===== config.mk =====
export PLATFORM = sky130hd
export DESIGN_NAME = card_grid
export DESIGN_NICKNAME = d
export VERILOG_FILES = /design/src/rtl/card_grid.sv
export SDC_FILE = /design/constraint.sdc
export NUM_CORES = 1
export LEC_CHECK = 0
export CORE_AREA = 2 2 182 184
export CTS_CLUSTER_DIAMETER = 80
export DETAILED_ROUTE_END_ITERATION = 12
export DIE_AREA = 0 0 184 186
export PLACE_DENSITY = 0.56
export SYNTH_ARGS = -nofsm -noshare
export SYNTH_HDL_FRONTEND = slang
export SYNTH_SLANG_ARGS = --single-unit

===== constraint.sdc =====
create_clock -name clk -period 2.63 [get_ports clk]
set_input_delay 0.789 -clock clk [delete_from_list [all_inputs] [get_ports clk]]
set_output_delay 0.789 -clock clk [all_outputs]
set_load 0.05 [all_outputs]

===== src/rtl/card_grid.sv =====
// card_grid: ROWS x COLS lianliankan card array.
// Each card has its own state (NORM/SEL/BLINK/HID). The grid also holds a
// shared mismatch-blink timer, a selection counter and a remaining-card counter.
// Per-card buses are flat and indexed i = row*COLS + col.
// Optional build macro: CARD_GRID_RESTART_EN adds a synchronous 'restart' input
// that reinitialises the whole grid and takes priority over ms/mf/s.
module card_grid #(
    parameter int ROWS         = 6,
    parameter int COLS         = 6,
    parameter int BLINK_CYCLES = 50000000,
    parameter int BLINK_TOGGLE = 6250000
) (
    input  logic                             clk,
    input  logic                             rst,
`ifdef CARD_GRID_RESTART_EN
    input  logic                             restart,
`endif
    input  logic                             s,
    input  logic [ROWS*COLS-1:0]             cur_bus,
    input  logic                             ms,
    input  logic                             mf,
    output logic [ROWS*COLS-1:0]             sel_bus,
    output logic [ROWS*COLS-1:0]             blink_bus,
    output logic [ROWS*COLS-1:0]             hidden_bus,
    output logic [1:0]                       sel_cnt,
    output logic                             pair_ready,
    output logic                             busy,
    output logic [$clog2(ROWS*COLS+1)-1:0]   remaining,
    output logic                             all_clear,
    output logic                             cur_err
);

    localparam int N   = ROWS * COLS;
    localparam int CW  = $clog2(N + 1);
    localparam int TW  = $clog2(BLINK_CYCLES);
    localparam int TGW = $clog2(BLINK_TOGGLE + 1);

    typedef enum logic [1:0] {
        NORM  = 2'd0,
        SEL   = 2'd1,
        BLINK = 2'd2,
        HID   = 2'd3
    } card_st_t;

    card_st_t        card_q [N];
    card_st_t        card_d [N];
    logic [1:0]      sel_q,  sel_d;
    logic [CW-1:0]   rem_q,  rem_d;
    logic            busy_q, busy_d;
    logic [TW-1:0]   tmr_q,  tmr_d;
    logic [TGW-1:0]  tog_q,  tog_d;
    logic            ph_q,   ph_d;
    logic            err_q,  err_d;
    logic            cur_ok;

    assign cur_ok = $onehot(cur_bus);

    // State registers for every card plus the shared counters and blink timer.
    always_ff @(posedge clk or negedge rst) begin
        if (!rst) begin
            for (int unsigned i = 0; i < N; i++) begin
                card_q[i] <= NORM;
            end
            sel_q  <= '0;
            rem_q  <= CW'(N);
            busy_q <= 1'b0;
            tmr_q  <= '0;
            tog_q  <= '0;
            ph_q   <= 1'b0;
            err_q  <= 1'b0;
        end else begin
            for (int unsigned i = 0; i < N; i++) begin
                card_q[i] <= card_d[i];
            end
            sel_q  <= sel_d;
            rem_q  <= rem_d;
            busy_q <= busy_d;
            tmr_q  <= tmr_d;
            tog_q  <= tog_d;
            ph_q   <= ph_d;
            err_q  <= err_d;
        end
    end

    // Next-state: blink window progress, then ms > mf > s event handling.
    always_comb begin
        for (int unsigned i = 0; i < N; i++) begin
            card_d[i] = card_q[i];
        end
        sel_d  = sel_q;
        rem_d  = rem_q;
        busy_d = busy_q;
        tmr_d  = tmr_q;
        tog_d  = tog_q;
        ph_d   = ph_q;
        err_d  = s && !cur_ok;

        if (busy_q) begin
            if (tmr_q == '0) begin
                busy_d = 1'b0;
                ph_d   = 1'b0;
                tog_d  = '0;
                for (int unsigned i = 0; i < N; i++) begin
                    if (card_q[i] == BLINK) begin
                        card_d[i] = NORM;
                    end
                end
            end else begin
                tmr_d = tmr_q - 1'b1;
                if (tog_q == TGW'(BLINK_TOGGLE - 1)) begin
                    tog_d = '0;
                    ph_d  = ~ph_q;
                end else begin
                    tog_d = tog_q + 1'b1;
                end
            end
        end

        // sel_cnt can only reach 2 while idle, so ms/mf never race the window.
        if (ms && sel_q == 2'd2) begin
            for (int unsigned i = 0; i < N; i++) begin
                if (card_q[i] == SEL) begin
                    card_d[i] = HID;
                end
            end
            sel_d = 2'd0;
            rem_d = rem_q - CW'(2);
        end else if (mf && sel_q == 2'd2) begin
            for (int unsigned i = 0; i < N; i++) begin
                if (card_q[i] == SEL) begin
                    card_d[i] = BLINK;
                end
            end
            sel_d  = 2'd0;
            busy_d = 1'b1;
            tmr_d  = TW'(BLINK_CYCLES - 1);
            tog_d  = '0;
            ph_d   = 1'b1;
        end else if (s && !busy_q && !ms && !mf && cur_ok) begin
            for (int unsigned i = 0; i < N; i++) begin
                if (cur_bus[i]) begin
                    if (card_q[i] == NORM && sel_q != 2'd2) begin
                        card_d[i] = SEL;
                        sel_d     = sel_q + 2'd1;
                    end else if (card_q[i] == SEL) begin
                        card_d[i] = NORM;
                        sel_d     = sel_q - 2'd1;
                    end
                end
            end
        end

`ifdef CARD_GRID_RESTART_EN
        if (restart) begin
            for (int unsigned i = 0; i < N; i++) begin
                card_d[i] = NORM;
            end
            sel_d  = 2'd0;
            rem_d  = CW'(N);
            busy_d = 1'b0;
            tmr_d  = '0;
            tog_d  = '0;
            ph_d   = 1'b0;
            err_d  = 1'b0;
        end
`endif
    end

    // Per-card output decode straight from the state registers.
    always_comb begin
        sel_bus    = '0;
        blink_bus  = '0;
        hidden_bus = '0;
        for (int unsigned i = 0; i < N; i++) begin
            sel_bus[i]    = (card_q[i] == SEL);
            blink_bus[i]  = (card_q[i] == BLINK) && ph_q;
            hidden_bus[i] = (card_q[i] == HID);
        end
    end

    assign sel_cnt    = sel_q;
    assign pair_ready = (sel_q == 2'd2);
    assign busy       = busy_q;
    assign remaining  = rem_q;
    assign all_clear  = (rem_q == '0);
    assign cur_err    = err_q;

endmodule

==> impl_metrics.ini <==
[pwr]
fin_total_pwr_mw = 7.89
power_frac_clock_pct = 28.0
power_switching_mw = 2.64
p_leak_nw = 6.10
p_per_area_nw_per_um2 = 575
p_comb_share_pct = 46.3
p_seq_share_pct = 25.7
vdd_drop_max_mv = 0.829
internal_power_mw = 5.25
p_sw_share_pct = 33.4

[sta]
rsz0062_at_grt = true
maxSlewViolCount = 0
fmax_mhz = 176
period_share_pct = 216
tightestPinTransition_ns = 0.558
setup_viol = 39
hold_viol = 0
fin_ws_ns = -3.04
clock_skew_ns = 0.00886
relSlewSlack_pct = 62.7
post-route-min-period_ns = 5.67

[route]
route.met3.wl_um = 1400
wl_met1_um = 14200
dr_wl_met2_um = 15000
first_pass_iters = 5
first_iter_violations = 609
top_layer = met4
avgViaCountPerCell = 5.15
wl_per_cell_um = 16.9
route.detailed.drc = 0
dr_total_vias = 9694
routed_wl_um = 31700
drtAntennaViolNets = 0

[cells_and_area]
area_growth_pct = 42.9
drive_above_1_share_pct = 27.0
instances_no_fill = 1882
final_area_um2 = 13700
nets = 1541
final_cell_mix = nand2_1, buf_4, dfrtp_1
nFillCells = 3140
final_common_cell = nand2_1

[synth]
syn_inst = 1205
synth.distinct_cells = 82
yosys-mux-area-fraction_pct = 0.522
ys.flop_type = dfrtp_1
synth_compound_area_share_pct = 20.5
synth_edf_count = 0
synth-async-reset-ratio_pct = 100
syn_nets = 1286
synthXorXnorAreaFrac_pct = 2.01
yosysWarnings = 0
synth_seq_cells = 131
yosys.area_share.simple_pct = 29.7
ys_seq_area_share_pct = 34.2
syn_area_per_cell_um2 = 7.96
netlist_area_um2 = 9590
synth_fa_ha_area_share_pct = 7.41
synth_top_family_by_area = simple AND/OR/NAND/NOR gates

[floorplan]
dieWidth_um = 184
start_util_pct = 29.8
num_rows = 66
die-area_um2 = 34200
fp.coreArea_um2 = 32200
dieHeight_um = 186
ios = 161

[placed_design]
place.gp.congestion = 0.869
place_inst = 1828
buffer_ports.inserted = 159
dpl_worst_slack_ns = -3.92
placed_area_um2 = 12700
place_hpwl_um = 23200

[worst_setup_path]
start_kind = primary input
worstPathRequired_ns = 2.95
reg2reg_slack_ns = -0.08
path_max_fanout = 8
r2r_cells = 10
reg2reg_to = sel_cnt[0]
arrival_ns = 5.99
critPathCaptureType = flip-flop
worstSetupPathType = in -> reg
r2r-start = sel_cnt[0]

[clock_network]
cts-buffers-inserted = 17
cts.sinks = 131
clkTransAtPathRegs_ns = 0.07
h-tree-depth = 4
clkLatencyLatePin_ns = 0.44
cts_buffer_depth = 2
cts_tree = done
cts-root-buf = clkbuf_16

[grt]
grt_pass1_wl_um = 49300
grt_use_total_pct = 18.5
grt_max_degree = 54
grt_pass1_vias = 9189
antenna_found_initial = 1
overflow = 0

[outcome]
status = complete, but fails checks
violations = negative setup slack

[job]
drv_cap = 0

[min_path]
holdCritPathClass = in -> async
## registers in the layout, summed over array words and instances, names as in the netlist
signal     cells
sel_cnt        2
tmr_q         26
card_q        72
busy           1
remaining      5
ph_q           1
cur_err        1
tog_q         23
## worst max-delay path by stage
stage | startpoint | end | slack (ns) | depth (start not counted)
final | cur_bus[29] | sel_cnt[1] | -3.04 | 22
after global routing | cur_bus[11] | sel_cnt[1] | -3.16 | 22
after CTS | cur_bus[31] | sel_cnt[1] | -3.11 | 22
after detailed placement | cur_bus[29] | sel_cnt[1] | -3.92 | 21
after global placement | cur_bus[29] | sel_cnt[1] | -3.81 | 21
after floorplan | cur_bus[11] | card_q[52] | -2.99 | 20
## power by group through the flow
stage	clock, mW	sequential, mW	combinational, mW
after CTS	2.25	2.03	1.94
after global routing	2.36	2.03	3.87
after detailed placement	0	2.06	1.71
after global placement	0	2.06	1.64
final	2.21	2.03	3.65
after floorplan	0	2.09	1.12
## stage by stage
| step | util [%] | hold WS (ns) | TNS (ns) |
|---|---|---|---|
| detailed placement | 39.5 | 0.468 | -148.04 |
| finish | 42.6 | 0.319 | -115.07 |
| floorplan | - | 0.443 | -114.70 |
| CTS | 41.7 | 0.329 | -117.15 |
| global placement | 39.5 | 0.467 | -144.52 |
| global route | 42.5 | 0.350 | -120.05 |
## synth_stat cells, types with 5 or more instances
library cell  count  area share, %
nand3_1          13           0.68
nand2b_1         23            1.5
nor2b_1          63            4.1
and3_1           22            1.4
nor2_1           81            3.2
xnor2_1          14            1.3
nand4_1           9           0.59
ha_1             12            1.6
fa_1             28            5.8
xor2_1            8           0.73
o211ai_1          7           0.55
clkbuf_1         55            2.2
a311o_1           5           0.52
or3_1             6           0.39
o31ai_1           5           0.39
nand2_1         199            7.8
nor4_1            7           0.46
and2_1           41            2.7
nor3_1           30            1.6
a22oi_1          19            1.5
a21oi_1          56            2.9
o21ai_0         149            7.8
inv_1            59            2.3
nand2_2          11           0.72
dfrtp_1         129             34
a31o_2            9           0.82
a31oi_1          15           0.98
nor3b_1          11           0.86
mux2i_1           5           0.52
buf_2            10           0.52
## critical path, stage by stage
cell       delay, ns
buf_6           0.10
fa_1            0.56
inv_2           0.05
fa_1            0.50
fa_1            0.46
fa_1            0.55
inv_1           0.05
fa_1            0.49
inv_1           0.06
fa_1            0.42
inv_1           0.07
ha_2            0.18
inv_2           0.05
fa_2            0.52
nand4_1         0.10
buf_6           0.16
nor3_4          0.11
buf_6           0.21
nand3b_1        0.16
o2111ai_2       0.13
a211oi_2        0.17
a21oi_1         0.09
## cell type report
type / instances / area, um2 / share of cell area [%]
Antenna cell: 1 / 2.50 / 0.0183
Clock buffer: 20 / 447 / 3.26
Clock inverter: 12 / 83.8 / 0.612
Timing Repair Buffer: 308 / 3100 / 22.6
Inverter: 59 / 221 / 1.62
Tap cell: 408 / 510 / 3.72
Multi-Input combinational cell: 943 / 6060 / 44.2
Sequential cell: 131 / 3280 / 23.9
## per-layer routing
| metal | up-vias | track usage [%] |
|---|---|---|
| met4 | 0 | 7.04 |
| met3 | 64 | 3.52 |
| li1 | 4691 | - |
| met2 | 251 | 30.5 |
| met5 | - | 0 |
| met1 | 4688 | 24.0 |
## logic make-up after synthesis
kind of cell	count (synthesis)
mux	5
flops	131
xor+xnor	22
simple gates	554
other cells	1
compound gates	321
buf+inv	131
fa+ha+maj	40
## repair_timing
| action | 4_1_cts | 5_1_grt |
|---|---|---|
| pin swaps | 23 | 40 |
| endpoints found under the setup margin | 55 | 41 |
| gates cloned | 1 | 2 |
| resized for setup | 84 | 104 |
| hold buffers | 0 | 0 |
| buffers inserted | 8 | 11 |
No activity file was read; power rests on OpenSTA's default activity.
